===== config.mk =====
export PLATFORM = sky130hd
export DESIGN_NAME = pc_sequencer
export DESIGN_NICKNAME = d
export VERILOG_FILES = /design/src/rtl/pc_sequencer.sv
export SDC_FILE = /design/constraint.sdc
export NUM_CORES = 1
export LEC_CHECK = 0
export BUFFER_PORTS_ARGS = -buffer_cell sky130_fd_sc_hd__buf_2
export CAP_MARGIN = 25
export CORE_ASPECT_RATIO = 1.1
export CORE_MARGIN = 8
export CORE_UTILIZATION = 54
export CTS_BUF_LIST = sky130_fd_sc_hd__clkbuf_8
export CTS_CLUSTER_DIAMETER = 120
export DETAILED_ROUTE_END_ITERATION = 8
export PLACE_DENSITY = 0.8
export RECOVER_POWER = 50
export SETUP_SLACK_MARGIN = 0.05
export SKIP_LAST_GASP = 1
export SYNTH_ARGS = -nofsm -noshare
export SYNTH_HDL_FRONTEND = slang
export SYNTH_SLANG_ARGS = --single-unit
export TNS_END_PERCENT = 5

===== constraint.sdc =====
create_clock -name clk -period 2.8 [get_ports clk]
set_clock_uncertainty 0.2 [all_clocks]
set_input_delay 0.28 -clock clk [delete_from_list [all_inputs] [get_ports clk]]
set_output_delay 0.28 -clock clk [all_outputs]
set_load 0.01 [all_outputs]

===== src/rtl/pc_sequencer.sv =====
`default_nettype none
// ============================================================================
// Module      : pc_sequencer
// Description : Fetch/execute controller that owns the instruction address.
//               It handshakes with instruction memory (imem_req/imem_ack) and
//               the datapath (exec_done), then selects the next address:
//               sequential, relative branch or halt. A stalled fetch raises a
//               sticky timeout error.
//               Optional macro PC_SEQ_RET_STACK_EN adds call/return support
//               backed by a 4-entry circular return-address stack.
// Revision    : 1.0 - initial release
// ============================================================================
module pc_sequencer #(
  parameter int ADDR_W        = 4,
  parameter int FETCH_TIMEOUT = 8
) (
  input  logic              clk,
  input  logic              rst_n,
  input  logic              start,
  output logic              imem_req,
  input  logic              imem_ack,
  output logic              instr_valid,
  input  logic              exec_done,
  input  logic              branch_taken,
  input  logic [7:0]        branch_offset,
  input  logic              halt_req,
`ifdef PC_SEQ_RET_STACK_EN
  input  logic              is_call,
  input  logic              is_ret,
  output logic              stack_err,
`endif
  output logic [ADDR_W-1:0] instruction_addr,
  output logic [2:0]        state,
  output logic              timeout_err
);

  typedef enum logic [2:0] {
    S_IDLE  = 3'd0,
    S_FETCH = 3'd1,
    S_EXEC  = 3'd2,
    S_HALT  = 3'd3,
    S_ERR   = 3'd4
  } state_t;

  localparam logic [ADDR_W-1:0] c_one          = {{(ADDR_W-1){1'b0}}, 1'b1};
  localparam logic [7:0]        c_timeout_last = 8'(FETCH_TIMEOUT - 1);

  state_t            r_state;
  logic [ADDR_W-1:0] r_addr;
  logic              r_instr_valid;
  logic              r_timeout_err;
  logic [7:0]        r_fetch_cnt;

  logic [ADDR_W-1:0] w_offset;
  logic [ADDR_W-1:0] w_seq_addr;
  logic [ADDR_W-1:0] w_branch_addr;
  logic [ADDR_W-1:0] w_next_addr;
  logic              w_exec_fire;
  logic              w_unused_offset_bits;

  // Only the low ADDR_W bits of the offset take part in address arithmetic.
  assign w_offset             = branch_offset[ADDR_W-1:0];
  assign w_unused_offset_bits = &{1'b0, branch_offset[7:ADDR_W]};

  // A zero offset would loop on the same instruction forever, so it steps by one.
  assign w_seq_addr    = r_addr + c_one;
  assign w_branch_addr = (w_offset == '0) ? w_seq_addr : r_addr + w_offset;
  assign w_exec_fire   = (r_state == S_EXEC) && exec_done;

`ifdef PC_SEQ_RET_STACK_EN
  logic [ADDR_W-1:0] r_stack [4];
  logic [1:0]        r_wp;
  logic [2:0]        r_depth;
  logic              r_stack_err;
  logic [1:0]        w_top_idx;
  logic              w_push;
  logic              w_pop;
  logic              w_pop_empty;

  assign w_top_idx   = r_wp - 2'd1;
  assign w_pop       = w_exec_fire && !halt_req && is_ret;
  assign w_push      = w_exec_fire && !halt_req && !is_ret && is_call;
  assign w_pop_empty = (r_depth == 3'd0);
  assign stack_err   = r_stack_err;

  // Next address with return-stack priority: ret > call > branch > sequential.
  always_comb begin
    w_next_addr = w_seq_addr;
    if (is_ret) begin
      w_next_addr = w_pop_empty ? w_seq_addr : r_stack[w_top_idx];
    end else if (is_call || branch_taken) begin
      w_next_addr = w_branch_addr;
    end
  end

  // Circular return-address stack: a full push overwrites the oldest entry.
  always_ff @(posedge clk or negedge rst_n) begin
    if (!rst_n) begin
      for (int i = 0; i < 4; i++) r_stack[i] <= '0;
      r_wp        <= 2'd0;
      r_depth     <= 3'd0;
      r_stack_err <= 1'b0;
    end else if (w_push) begin
      r_stack[r_wp] <= w_seq_addr;
      r_wp          <= r_wp + 2'd1;
      if (r_depth != 3'd4) r_depth <= r_depth + 3'd1;
    end else if (w_pop) begin
      if (w_pop_empty) begin
        r_stack_err <= 1'b1;
      end else begin
        r_wp    <= w_top_idx;
        r_depth <= r_depth - 3'd1;
      end
    end
  end
`else
  // Next address: branch target when taken, otherwise the following word.
  always_comb begin
    w_next_addr = branch_taken ? w_branch_addr : w_seq_addr;
  end
`endif

  // Main fetch/execute state machine with registered address and status flags.
  always_ff @(posedge clk or negedge rst_n) begin
    if (!rst_n) begin
      r_state       <= S_IDLE;
      r_addr        <= '0;
      r_instr_valid <= 1'b0;
      r_timeout_err <= 1'b0;
      r_fetch_cnt   <= 8'd0;
    end else begin
      r_instr_valid <= 1'b0;
      case (r_state)
        S_IDLE, S_HALT: begin
          r_fetch_cnt <= 8'd0;
          if (start) r_state <= S_FETCH;
        end
        S_FETCH: begin
          // An ack in the limit cycle still counts as a successful fetch.
          if (imem_ack) begin
            r_state       <= S_EXEC;
            r_instr_valid <= 1'b1;
            r_fetch_cnt   <= 8'd0;
          end else if (r_fetch_cnt == c_timeout_last) begin
            r_state       <= S_ERR;
            r_timeout_err <= 1'b1;
            r_fetch_cnt   <= 8'd0;
          end else begin
            r_fetch_cnt <= r_fetch_cnt + 8'd1;
          end
        end
        S_EXEC: begin
          r_fetch_cnt <= 8'd0;
          if (exec_done) begin
            if (halt_req) begin
              r_state <= S_HALT;
            end else begin
              r_addr  <= w_next_addr;
              r_state <= S_FETCH;
            end
          end
        end
        S_ERR: begin
          r_fetch_cnt <= 8'd0;
        end
        default: begin
          r_state     <= S_ERR;
          r_fetch_cnt <= 8'd0;
        end
      endcase
    end
  end

  assign imem_req         = (r_state == S_FETCH);
  assign instr_valid      = r_instr_valid;
  assign instruction_addr = r_addr;
  assign state            = r_state;
  assign timeout_err      = r_timeout_err;

endmodule
`default_nettype wire


# Word level (Yosys, flattened, before mapping)
# Index checks and enable logic that the tools add are counted.
[word_totals]
elab_cells = 38
out_inout_bits = 10
ff_bits = 17
[op_classes]
bitwise = 3
n_addsub = 3
reduce_logical = 6
eq_ne = 8
muxes = 13
[op_table]
columns = ["cell", "n"]
rows = [
  ["$mux 8", 3],
  ["$mux 3", 4],
  ["$pmux 3 s4", 1],
  ["$add 8x1->8 const B", 1],
  ["$eq 8x3->1 const B", 1],
  ["$mux 4", 2],
  ["$eq 3x2->1 const B", 2],
  ["$reduce_and 3->1", 2],
  ["$add 4x1->4 const B", 1],
  ["$add 4x4->4", 1],
  ["$logic_not 4->1", 1],
  ["$ne 2x2->1 const B", 2],
  ["$reduce_and 4->1", 1],
  ["$eq 3x1->1 const B", 1],
  ["$eq 3x3->1 const B", 1],
  ["$logic_not 3->1", 1],
  ["$ne 3x1->1 const B", 1],
  ["$not 1->1", 3],
  ["$mux 1", 2],
  ["$mux 2", 1],
  ["$reduce_or 2->1", 1],
]

# Logic depth before layout (Yosys ltp)
# Gate-level depths: netlist of run 1.
[logic_depth]
depth_word = 4
mapped_depth = 7
depth_no_buf = 7

# Worst setup path after synthesis of run 1
# OpenSTA, ideal clock, no wires.
[synth_path]
kind = "register to register"
startpoint = "register r_addr[1] (netlist: instruction_addr[1])"
endpoint = "register r_addr[3] (netlist: instruction_addr[3])"
path_slack_ps = 477
period_less_slack_ps = 2323
path_stages_with_launch = 6
path_buffers = 0
arrival_ps = 1984
path_cell_list = "dfrtp_1 > ha_1 > a211o_1 > and3_2 > o311a_1 > or4_1"
[synth_via]
elab_chain_cells = 3
elab_cells_between_ends = 4
cone_classes = "2 x add/sub; 2 x mux"
[synth_lines]
columns = ["element", "line", "source"]
rows = [
  ["from (decl)", "49", "logic [ADDR_W-1:0] r_addr;"],
  ["from (signal assigned)", "158", "r_addr <= w_next_addr;"],
  ["$add 4x4->4 / $add 4x1->4 (equally long branches)", "67, 66", ""],
  ["$mux 4", "67", "assign w_branch_addr = (w_offset == '0) ? w_seq_addr : r_addr + w_offset;"],
  ["$mux 4 *", "119", "w_next_addr = branch_taken ? w_branch_addr : w_seq_addr;"],
]
# Every way passes the cells marked *; elsewhere a longest branch is shown, timed or not.
# A chain may end at the register's enable or synchronous reset.

# Worst setup path in the final report of run 1
# Ends and elaborated chain as after synthesis.

==> results.toml, run 1 <==
[placed_design]
place_inst = 136
routabilityCongestion = 0.828
dp_hpwl_um = 1650
port_buffers = 20

[cells_and_area]
area_growth_syn_to_layout_pct = 16.4
layout-drive-gt1-share = 0.203
final_nets = 146
fin_cells = 141
n_antenna_cell = 0

[outcome]
status = "finished clean"

[logic_synthesis]
ys_ff_latch = 17
synth-xor-area-share = 0.0507
synth_compound_area_frac = 0.145
synth_edf_count = 0
synth_warnings = 0
netlist_area_mm2 = 0.00104
seq_area_frac_synth = 0.410
synth_cell_type_count = 36
syn_avg_cell_area_um2 = 10.6
synth-simple-area-share = 0.245
synth_top_family_by_area = "simple AND/OR/NAND/NOR gates"
synth_cells = 98
yosys-top-cells-area = "dfrtp_1 41%, ha_1 7.2%, o41ai_4 5.3%"
yosys.area.top_type_share = 0.410
synth_top_area_cell = "dfrtp_1"
yosys_most_used_dff = "dfrtp_1"
async_flop_share = 1.00
synth.net_count = 120
synthAdderAreaFrac = 0.0917
synthMuxAreaShare = 0.0326

[clocking]
clock-sinks = 17
clkTransAtPathRegs_ps = 70
clockRootBuffer = "clkbuf_8"
clk-insertion-delay-late_ps = 250
cts_buffers = 3
cts_buffer_depth = 2
tritoncts = "done"
h-tree-depth = 1
post_cts_buffers = 0

[sta]
final_hold_viol_count = 0
rsz0062_at_grt = "no"
max_freq_mhz = 422
setup_viol = 0
worst_pin_slew_ps = 890
maxSlewViolCount = 0
final.setup.tns_ps = 0
hold_slack_ps = 102
slew_headroom = 0.407
fin_crit_sh = 0.847
fin_crit_ps = 2370

[die]
start_util = 0.576
num_rows = 16
fp.dieW_um = 57.8
die_area_mm2 = 0.00358
num_io_pins = 25
core-area_mm2 = 0.00180
die_h_um = 62.0

[worst_setup_path]
cpMaxStageDelayCell = "or4_1"
setup.worst_path.class = "flop to flop"
r2r-end = "instruction_addr[3]$_DFFE_PN0P_"
setup.worst_path.start = "instruction_addr[1]$_DFFE_PN0P_"
cp_max_fo = 6
rrSetupSlack_ps = 430
reg2reg_from = "instruction_addr[1]$_DFFE_PN0P_"
reg2reg_depth = 5
crit_end = "instruction_addr[3]$_DFFE_PN0P_"
max_stage_delay_ps = 510
worst_ep_arrival_time_ps = 2290
endpoint_kind = "flop"
cp-start-kind = "flop"
cp_cell_sequence = "ha_1 > a211o_1 > and3_2 > o311a_1 > or4_1"
crit_required_ps = 2720

[pwr]
power_per_cell_area_mw_per_mm2 = 741
p_sw_uw = 337
p_seq_frac = 0.413
power_switching_share = 0.376
vdd_ir_drop_max_mv = 0.512
p_leak_nw = 0.564
pwr-share-comb = 0.389
intPower_uw = 558
power_frac_clock = 0.198

[drt]
drtIter0Drc = 15
wire_per_inst_um = 14.9
vias = 829
drc = 0
finalWirelength_um = 2100
ant_nets = 0
dr.pass1.iters = 4
avgViaCountPerCell = 5.88

[global_routing]
grt_max_degree = 18
grt_usage = 0.135
grt_pass1_wl_um = 3740
grt_pass1_vias = 896
gr-total-overflow = 0
antenna_found_initial = 0

[job]
cap_violations = 0

[worst_hold_path]
hp-class = "primary input to flop"
kinds of logic after synthesis:
group,count (synthesis)
adder cells (fa/ha/maj),7
flip-flops,17
multiplexers,3
AND/OR/NAND/NOR,42
XOR/XNOR,6
buffers and inverters,7
AO/OA/AOI/OAI,16
what timing repair did:
action / 4_1_cts / 5_1_grt
gates resized for setup: 0 / 0
hold buffers: 1 / 0
endpoints found under the hold margin: 17 / 0
worst max-delay path: cells and delay by family, from the launching register on:
family / cells / cell delay [ps]
flops: 1 / 440
simple gates: 2 / 720
compound gates: 2 / 580
fa+ha+maj: 1 / 290
power groups by stage:
stage | clock network, mW | registers (mW) | logic (mW)
2_1_floorplan | 0 | 0.376 | 0.225
3_3_place_gp | 0 | 0.366 | 0.339
3_5_place_dp | 0 | 0.372 | 0.356
4_1_cts | 0.183 | 0.367 | 0.359
5_1_grt | 0.189 | 0.375 | 0.389
6_report | 0.177 | 0.369 | 0.348
flip-flops by register name, indices dropped and copies added, names as in the netlist:
register,count
r_fetch_cnt,8
timeout_err,1
instruction_addr,4
state,3
instr_valid,1
cell usage after synthesis (2+ instances only):
cell type and n:
a21oi_1 5, and2_1 2, and3_1 3, dfrtp_1 17, ha_1 6, inv_1 7
mux2_2 2, nand2_1 3, nand2b_1 3, nand3_1 5, nor2_1 10, nor2b_1 3
nor3b_1 2, o21ai_0 2, o41ai_4 2, or4_1 2, xnor2_1 3, xor2_1 3
cell type report:
cell class / instances / area (um2)
inverters: 7 / 26.3
clock inverters: 1 / 3.75
flip-flops and latches: 17 / 425
repair buffers: 21 / 103
well taps: 18 / 22.5
clock buffers: 3 / 41.3
fillers: 146 / 594
multi-input cells: 74 / 586
metrics by stage:
| step | worst slack (ps) | util | area, um2 | total power, mW |
|---|---|---|---|---|
| 2_1_floorplan | 477 | - | 1040 | 0.600 |
| 3_3_place_gp | 467 | 0.644 | 1160 | 0.705 |
| 3_5_place_dp | 431 | 0.644 | 1160 | 0.728 |
| 4_1_cts | 422 | 0.674 | 1210 | 0.910 |
| 5_1_grt | 344 | 0.670 | 1210 | 0.954 |
| 6_report | 428 | 0.670 | 1210 | 0.894 |
worst min path at each step:
stage	cells after the start	end	from	slack [ps]
floorplan	0	instr_valid$_DFF_PN0_	rst_n	-220
global placement	1	state[2]$_DFFE_PN0P_	rst_n	20
detailed placement	1	state[2]$_DFFE_PN0P_	rst_n	20
CTS	2	instr_valid$_DFF_PN0_	imem_ack	100
global route	2	instr_valid$_DFF_PN0_	imem_ack	110
finish	2	instr_valid$_DFF_PN0_	imem_ack	100
layout by cell type, fill, tap and decap left out, types with 2 or more instances in the layout:
master    netlist  routed
and2_1          2       2
mux2_2          2       2
and3_1          3       3
inv_1           7       8
ha_1            6       6
clkbuf_8        0       3
nand2b_1        3       3
nand2_1         3       3
nor2b_1         3       3
nand3_1         5       5
o41ai_4         2       2
o21ai_0         2       2
dfrtp_1        17      17
a21oi_1         5       5
xor2_1          3       3
nor2_1         10      10
buf_2           0      14
nor3b_1         2       2
clkbuf_1        0       6
xnor2_1         3       3
or4_1           2       2
per-layer routing:
| metal | vias to the layer above | GRT usage | share of wire |
|---|---|---|---|
| met5 | - | 0 | 0 |
| met4 | 0 | 0.0839 | 0.013 |
| met3 | 2 | 0.00823 | 0.016 |
| met2 | 19 | 0.256 | 0.53 |
| met1 | 403 | 0.146 | 0.44 |
| li1 | 405 | - | - |
Power figures use the tool's default switching activity.
==> run 2, diff against run 1 <==
==> constraint.sdc (replaced) <==
create_clock -name clk -period 2.3 [get_ports clk]
set_clock_uncertainty 0.2 [all_clocks]
set_input_delay 0.23 -clock clk [delete_from_list [all_inputs] [get_ports clk]]
set_output_delay 0.23 -clock clk [all_outputs]
set_load 0.01 [all_outputs]
==> results.toml, run 2 (synthesis gave the netlist of run 1 again) <==
[die]
num_io_pins = 25
core-area_mm2 = 0.00180
fp.dieW_um = 57.8
start_util = 0.576
num_rows = 16
die_area_mm2 = 0.00358
die_h_um = 62.0

[outcome]
status = "finished clean"

[clocking]
clockRootBuffer = "clkbuf_8"
cts_buffer_depth = 2
h-tree-depth = 1
tritoncts = "done"
cts_buffers = 3
clk-insertion-delay-late_ps = 250
clkTransAtPathRegs_ps = 70
clock-sinks = 17

[drt]
vias = 859
drc = 0
avgViaCountPerCell = 5.80
finalWirelength_um = 2220
drtIter0Drc = 12
dr.pass1.iters = 3
wire_per_inst_um = 15.0
ant_nets = 0

[global_routing]
grt_usage = 0.136
grt_pass1_wl_um = 3800
antenna_found_initial = 0
gr-total-overflow = 0
grt_max_degree = 18
grt_pass1_vias = 875

[cells_and_area]
largest-register = "r_fetch_cnt"
nFillCells = 141
n_antenna_cell = 0
final_cell_mix = "15 x buf_2, 15 x dfrtp_1, 10 x nor2_1, 7 x inv_1"
fin_cells = 148
final_nets = 153
multi_input_area_um2 = 622
area_growth_syn_to_layout_pct = 25.1
layout-drive-gt1-share = 0.292
seqCellArea_um2 = 428
largest_reg_flops = 8

[sta]
slew_headroom = 0.401
fin_crit_sh = 0.969
fin_crit_ps = 2230
final_hold_viol_count = 0
max_freq_mhz = 449
setup_viol = 0
rsz0062_at_grt = "yes"
maxSlewViolCount = 0
final.setup.tns_ps = 0
worst_pin_slew_ps = 898

[worst_setup_path]
setup.worst_path.class = "flop to flop"
cp-start-kind = "flop"
cp_max_fo = 4
crit_required_ps = 2230
cpMaxStageDelayCell = "or4b_4"
worst_ep_arrival_time_ps = 2160
endpoint_kind = "flop"
cp_top_family = "simple AND/OR/NAND/NOR gates"
rrSetupSlack_ps = 70
cp_num_buf_inv = 0
cp_cell_sequence = "ha_1 > or4b_4 > o41ai_4 > o311ai_2 > mux2_1"
max_stage_delay_ps = 490

[pwr]
p_sw_uw = 439
power_switching_share = 0.369
p_seq_frac = 0.360
power_frac_clock = 0.187
power_per_cell_area_mw_per_mm2 = 917
pwr-share-comb = 0.454
vdd_ir_drop_max_mv = 0.561
p_total_mw = 1.19
p_leak_nw = 0.596
intPower_uw = 751

[placed_design]
routabilityCongestion = 0.787
place_inst = 142
port_buffers = 20
dp_hpwl_um = 1790

[worst_hold_path]
hp-class = "primary input to flop"

[job]
cap_violations = 0
-- run 2: cell count changes in the layout (fill, tap and decap cells not counted), sizes merged --
cell,change
buf,+7
clkinv,+1
inv,-1
-- run 2: per-stage QoR --
| step | worst slack, ps | hold WS (ps) | instance area, um2 | utilization |
|---|---|---|---|---|
| after floorplan | 77.3 | -266 | 1070 | - |
| after global placement | 92.3 | -28.8 | 1240 | 0.686 |
| after detailed placement | 58.3 | -30.2 | 1240 | 0.686 |
| after CTS | 52.5 | 46.5 | 1300 | 0.722 |
| after global routing | 21.6 | 55.0 | 1300 | 0.720 |
| final | 71.6 | 51.5 | 1300 | 0.720 |
-- run 2: timing repair --
item                       4_1_cts  5_1_grt
pin swaps                        1        1
buffers inserted                 0        1
gates resized for setup          1        0
hold endpoints to repair        17        0
setup endpoints to repair        1        2
hold buffers                     1        0
-- run 2: path summary, 6_finish.rpt --
check | startpoint | end | cells after the start
min in group asynchronous | rst_n | timeout_err$_DFFE_PN0P_ | 2
worst min-delay path | imem_ack | instr_valid$_DFF_PN0_ | 2
worst max register to register | r_fetch_cnt[1]$_DFF_PN0_ | state[0]$_DFFE_PN0P_ | 5
worst max-delay path | r_fetch_cnt[1]$_DFF_PN0_ | state[0]$_DFFE_PN0P_ | 5
worst min register to register | timeout_err$_DFFE_PN0P_ | timeout_err$_DFFE_PN0P_ | 1
max in group asynchronous | rst_n | instruction_addr[1]$_DFFE_PN0P_ | 2
-- run 2: layout make-up --
type,instances,area share
multi-input cells,74,0.479
flip-flops and latches,17,0.330
repair buffers,28,0.118
clock buffers,3,0.0318
inverters,7,0.0203
well taps,18,0.0174
clock inverters,1,0.00386
-- run 2: layer usage --
| layer | GRT usage | up-vias | wire length, um |
|---|---|---|---|
| li1 | - | 420 | - |
| met1 | 0.151 | 424 | 993 |
| met2 | 0.254 | 11 | 1150 |
| met3 | 0.0206 | 4 | 43 |
| met4 | 0.0629 | 0 | 35 |
| met5 | 0 | - | 0 |
-- run 2: power groups by stage --
stage	registers, mW	logic (mW)	clock network [mW]
finish	0.428	0.540	0.222
CTS	0.428	0.553	0.228
global placement	0.424	0.520	0
detailed placement	0.431	0.543	0
floorplan	0.468	0.287	0
global route	0.435	0.598	0.238
==> run 3, diff against run 2 <==
--- a/config.mk
+++ b/config.mk
@@ -9,11 +9,11 @@
 export CAP_MARGIN = 25
 export CORE_ASPECT_RATIO = 1.1
 export CORE_MARGIN = 8
-export CORE_UTILIZATION = 54
+export CORE_UTILIZATION = 50
 export CTS_BUF_LIST = sky130_fd_sc_hd__clkbuf_8
 export CTS_CLUSTER_DIAMETER = 120
 export DETAILED_ROUTE_END_ITERATION = 8
-export PLACE_DENSITY = 0.8
+export PLACE_DENSITY = 0.75
 export RECOVER_POWER = 50
 export SETUP_SLACK_MARGIN = 0.05
 export SKIP_LAST_GASP = 1
==> results.toml, run 3 (synthesis gave the netlist of run 1 again) <==
[outcome]
status = "finished clean"

[worst_setup_path]
cp_max_fo = 2
cp_cell_sequence = "ha_4 > a211o_1 > and3_4 > o311a_1 > or4_1"
worst_ep_arrival_time_ps = 2150
cp-start-kind = "flop"
reg2reg_from = "instruction_addr[1]$_DFFE_PN0P_"
cp_num_buf_inv = 0
endpoint_kind = "flop"
cpMaxStageDelayCell = "or4_1"
setup.worst_path.class = "flop to flop"
max_stage_delay_ps = 510
setup.worst_path.start = "instruction_addr[1]$_DFFE_PN0P_"
crit_required_ps = 2230
cp_top_family = "simple AND/OR/NAND/NOR gates"

[sta]
slew_headroom = 0.395
fin_ws_ps = 79.1
rsz0062_at_grt = "yes"
final_hold_viol_count = 0
setup_viol = 0
fin_crit_ps = 2220
maxSlewViolCount = 0
max_freq_mhz = 450
final.setup.tns_ps = 0
worst_pin_slew_ps = 907
fin_crit_sh = 0.966

[cells_and_area]
largest-register = "r_fetch_cnt"
largest_reg_flops = 8
final_nets = 152
final_cell_mix = "16 x buf_2, 15 x dfrtp_1, 10 x nor2_1, 7 x inv_1, 6 x buf_4"
layout-drive-gt1-share = 0.302
nFillCells = 171
fin_cells = 157
area_growth_syn_to_layout_pct = 26.1
n_antenna_cell = 0
multi_input_area_um2 = 622
final_common_cell = "buf_2"
seqCellArea_um2 = 428

[placed_design]
place_ws_ps = 71.7
dp_hpwl_um = 1660
port_buffers = 20
routabilityCongestion = 0.780
place_inst = 151

[drt]
finalWirelength_um = 2140
ant_nets = 0
drc = 0
drtIter0Drc = 12
vias = 847
avgViaCountPerCell = 5.39
wire_per_inst_um = 13.6
dr.pass1.iters = 4

[clocking]
clockRootBuffer = "clkbuf_8"
h-tree-depth = 1
clkTransAtPathRegs_ps = 70
tritoncts = "done"
cts_buffers = 3
clk-insertion-delay-late_ps = 250
clock-sinks = 17
cts_buffer_depth = 2

[global_routing]
gr-total-overflow = 0
grt_max_degree = 18
grt_pass1_vias = 923
grt_usage = 0.130
antenna_found_initial = 0
grt_pass1_wl_um = 3980

[pwr]
p_total_mw = 1.18
p_leak_nw = 0.597
vdd_ir_drop_max_mv = 0.727
power_per_cell_area_mw_per_mm2 = 906

[job]
cap_violations = 0

[die]
start_util = 0.524
die_h_um = 63.8
num_rows = 17
core-area_mm2 = 0.00198
fp.dieW_um = 59.4
die_area_mm2 = 0.00379
num_io_pins = 25

[worst_hold_path]
hold_start = "imem_ack"
hp-class = "primary input to flop"
run 3: timing repair:
action	CTS	global route
hold endpoints to repair	17	0
hold buffers	1	0
resized for setup	0	1
endpoints found under the setup margin	0	2
buffers inserted	0	1
run 3: through the flow:
step	instance area (um2)	hold slack (ps)	util
2_1_floorplan	1070	-266	-
3_3_place_gp	1240	-34.1	0.627
3_5_place_dp	1240	-30.6	0.627
4_1_cts	1300	56.4	0.656
5_1_grt	1310	74.6	0.661
6_report	1310	68.9	0.661
run 3: metal layers:
| layer | vias to the layer above | part of all wire | global-route usage |
|---|---|---|---|
| li1 | 417 | - | - |
| met1 | 406 | 0.46 | 0.165 |
| met2 | 19 | 0.48 | 0.208 |
| met3 | 5 | 0.044 | 0.0380 |
| met4 | 0 | 0.012 | 0.0359 |
| met5 | - | 0 | 0 |
run 3: cell type report:
type | count | share of cell area
Clock buffer | 3 | 0.0316
Sequential cell | 17 | 0.327
Multi-Input combinational cell | 74 | 0.476
Clock inverter | 1 | 0.00383
Inverter | 7 | 0.0201
Timing Repair Buffer | 27 | 0.115
Tap cell | 28 | 0.0268
run 3: worst paths after layout:
path | endpoint | cells after the start | slack, ps
max | instruction_addr[3]$_DFFE_PN0P_ | 5 | 80
min | instr_valid$_DFF_PN0_ | 2 | 70
max reg2reg | instruction_addr[3]$_DFFE_PN0P_ | 5 | 80
min reg2reg | timeout_err$_DFFE_PN0P_ | 1 | 270
max in group asynchronous | instruction_addr[1]$_DFFE_PN0P_ | 2 | 860
min in group asynchronous | r_fetch_cnt[3]$_DFF_PN0_ | 2 | 420
run 3: report_power, final:
| part | internal (mW) | leakage [nW] | switching (mW) | total [mW] |
|---|---|---|---|---|
| clock network | 0.120 | 0.0255 | 0.101 | 0.222 |
| registers | 0.359 | 0.219 | 0.0720 | 0.431 |
| logic | 0.270 | 0.352 | 0.262 | 0.532 |
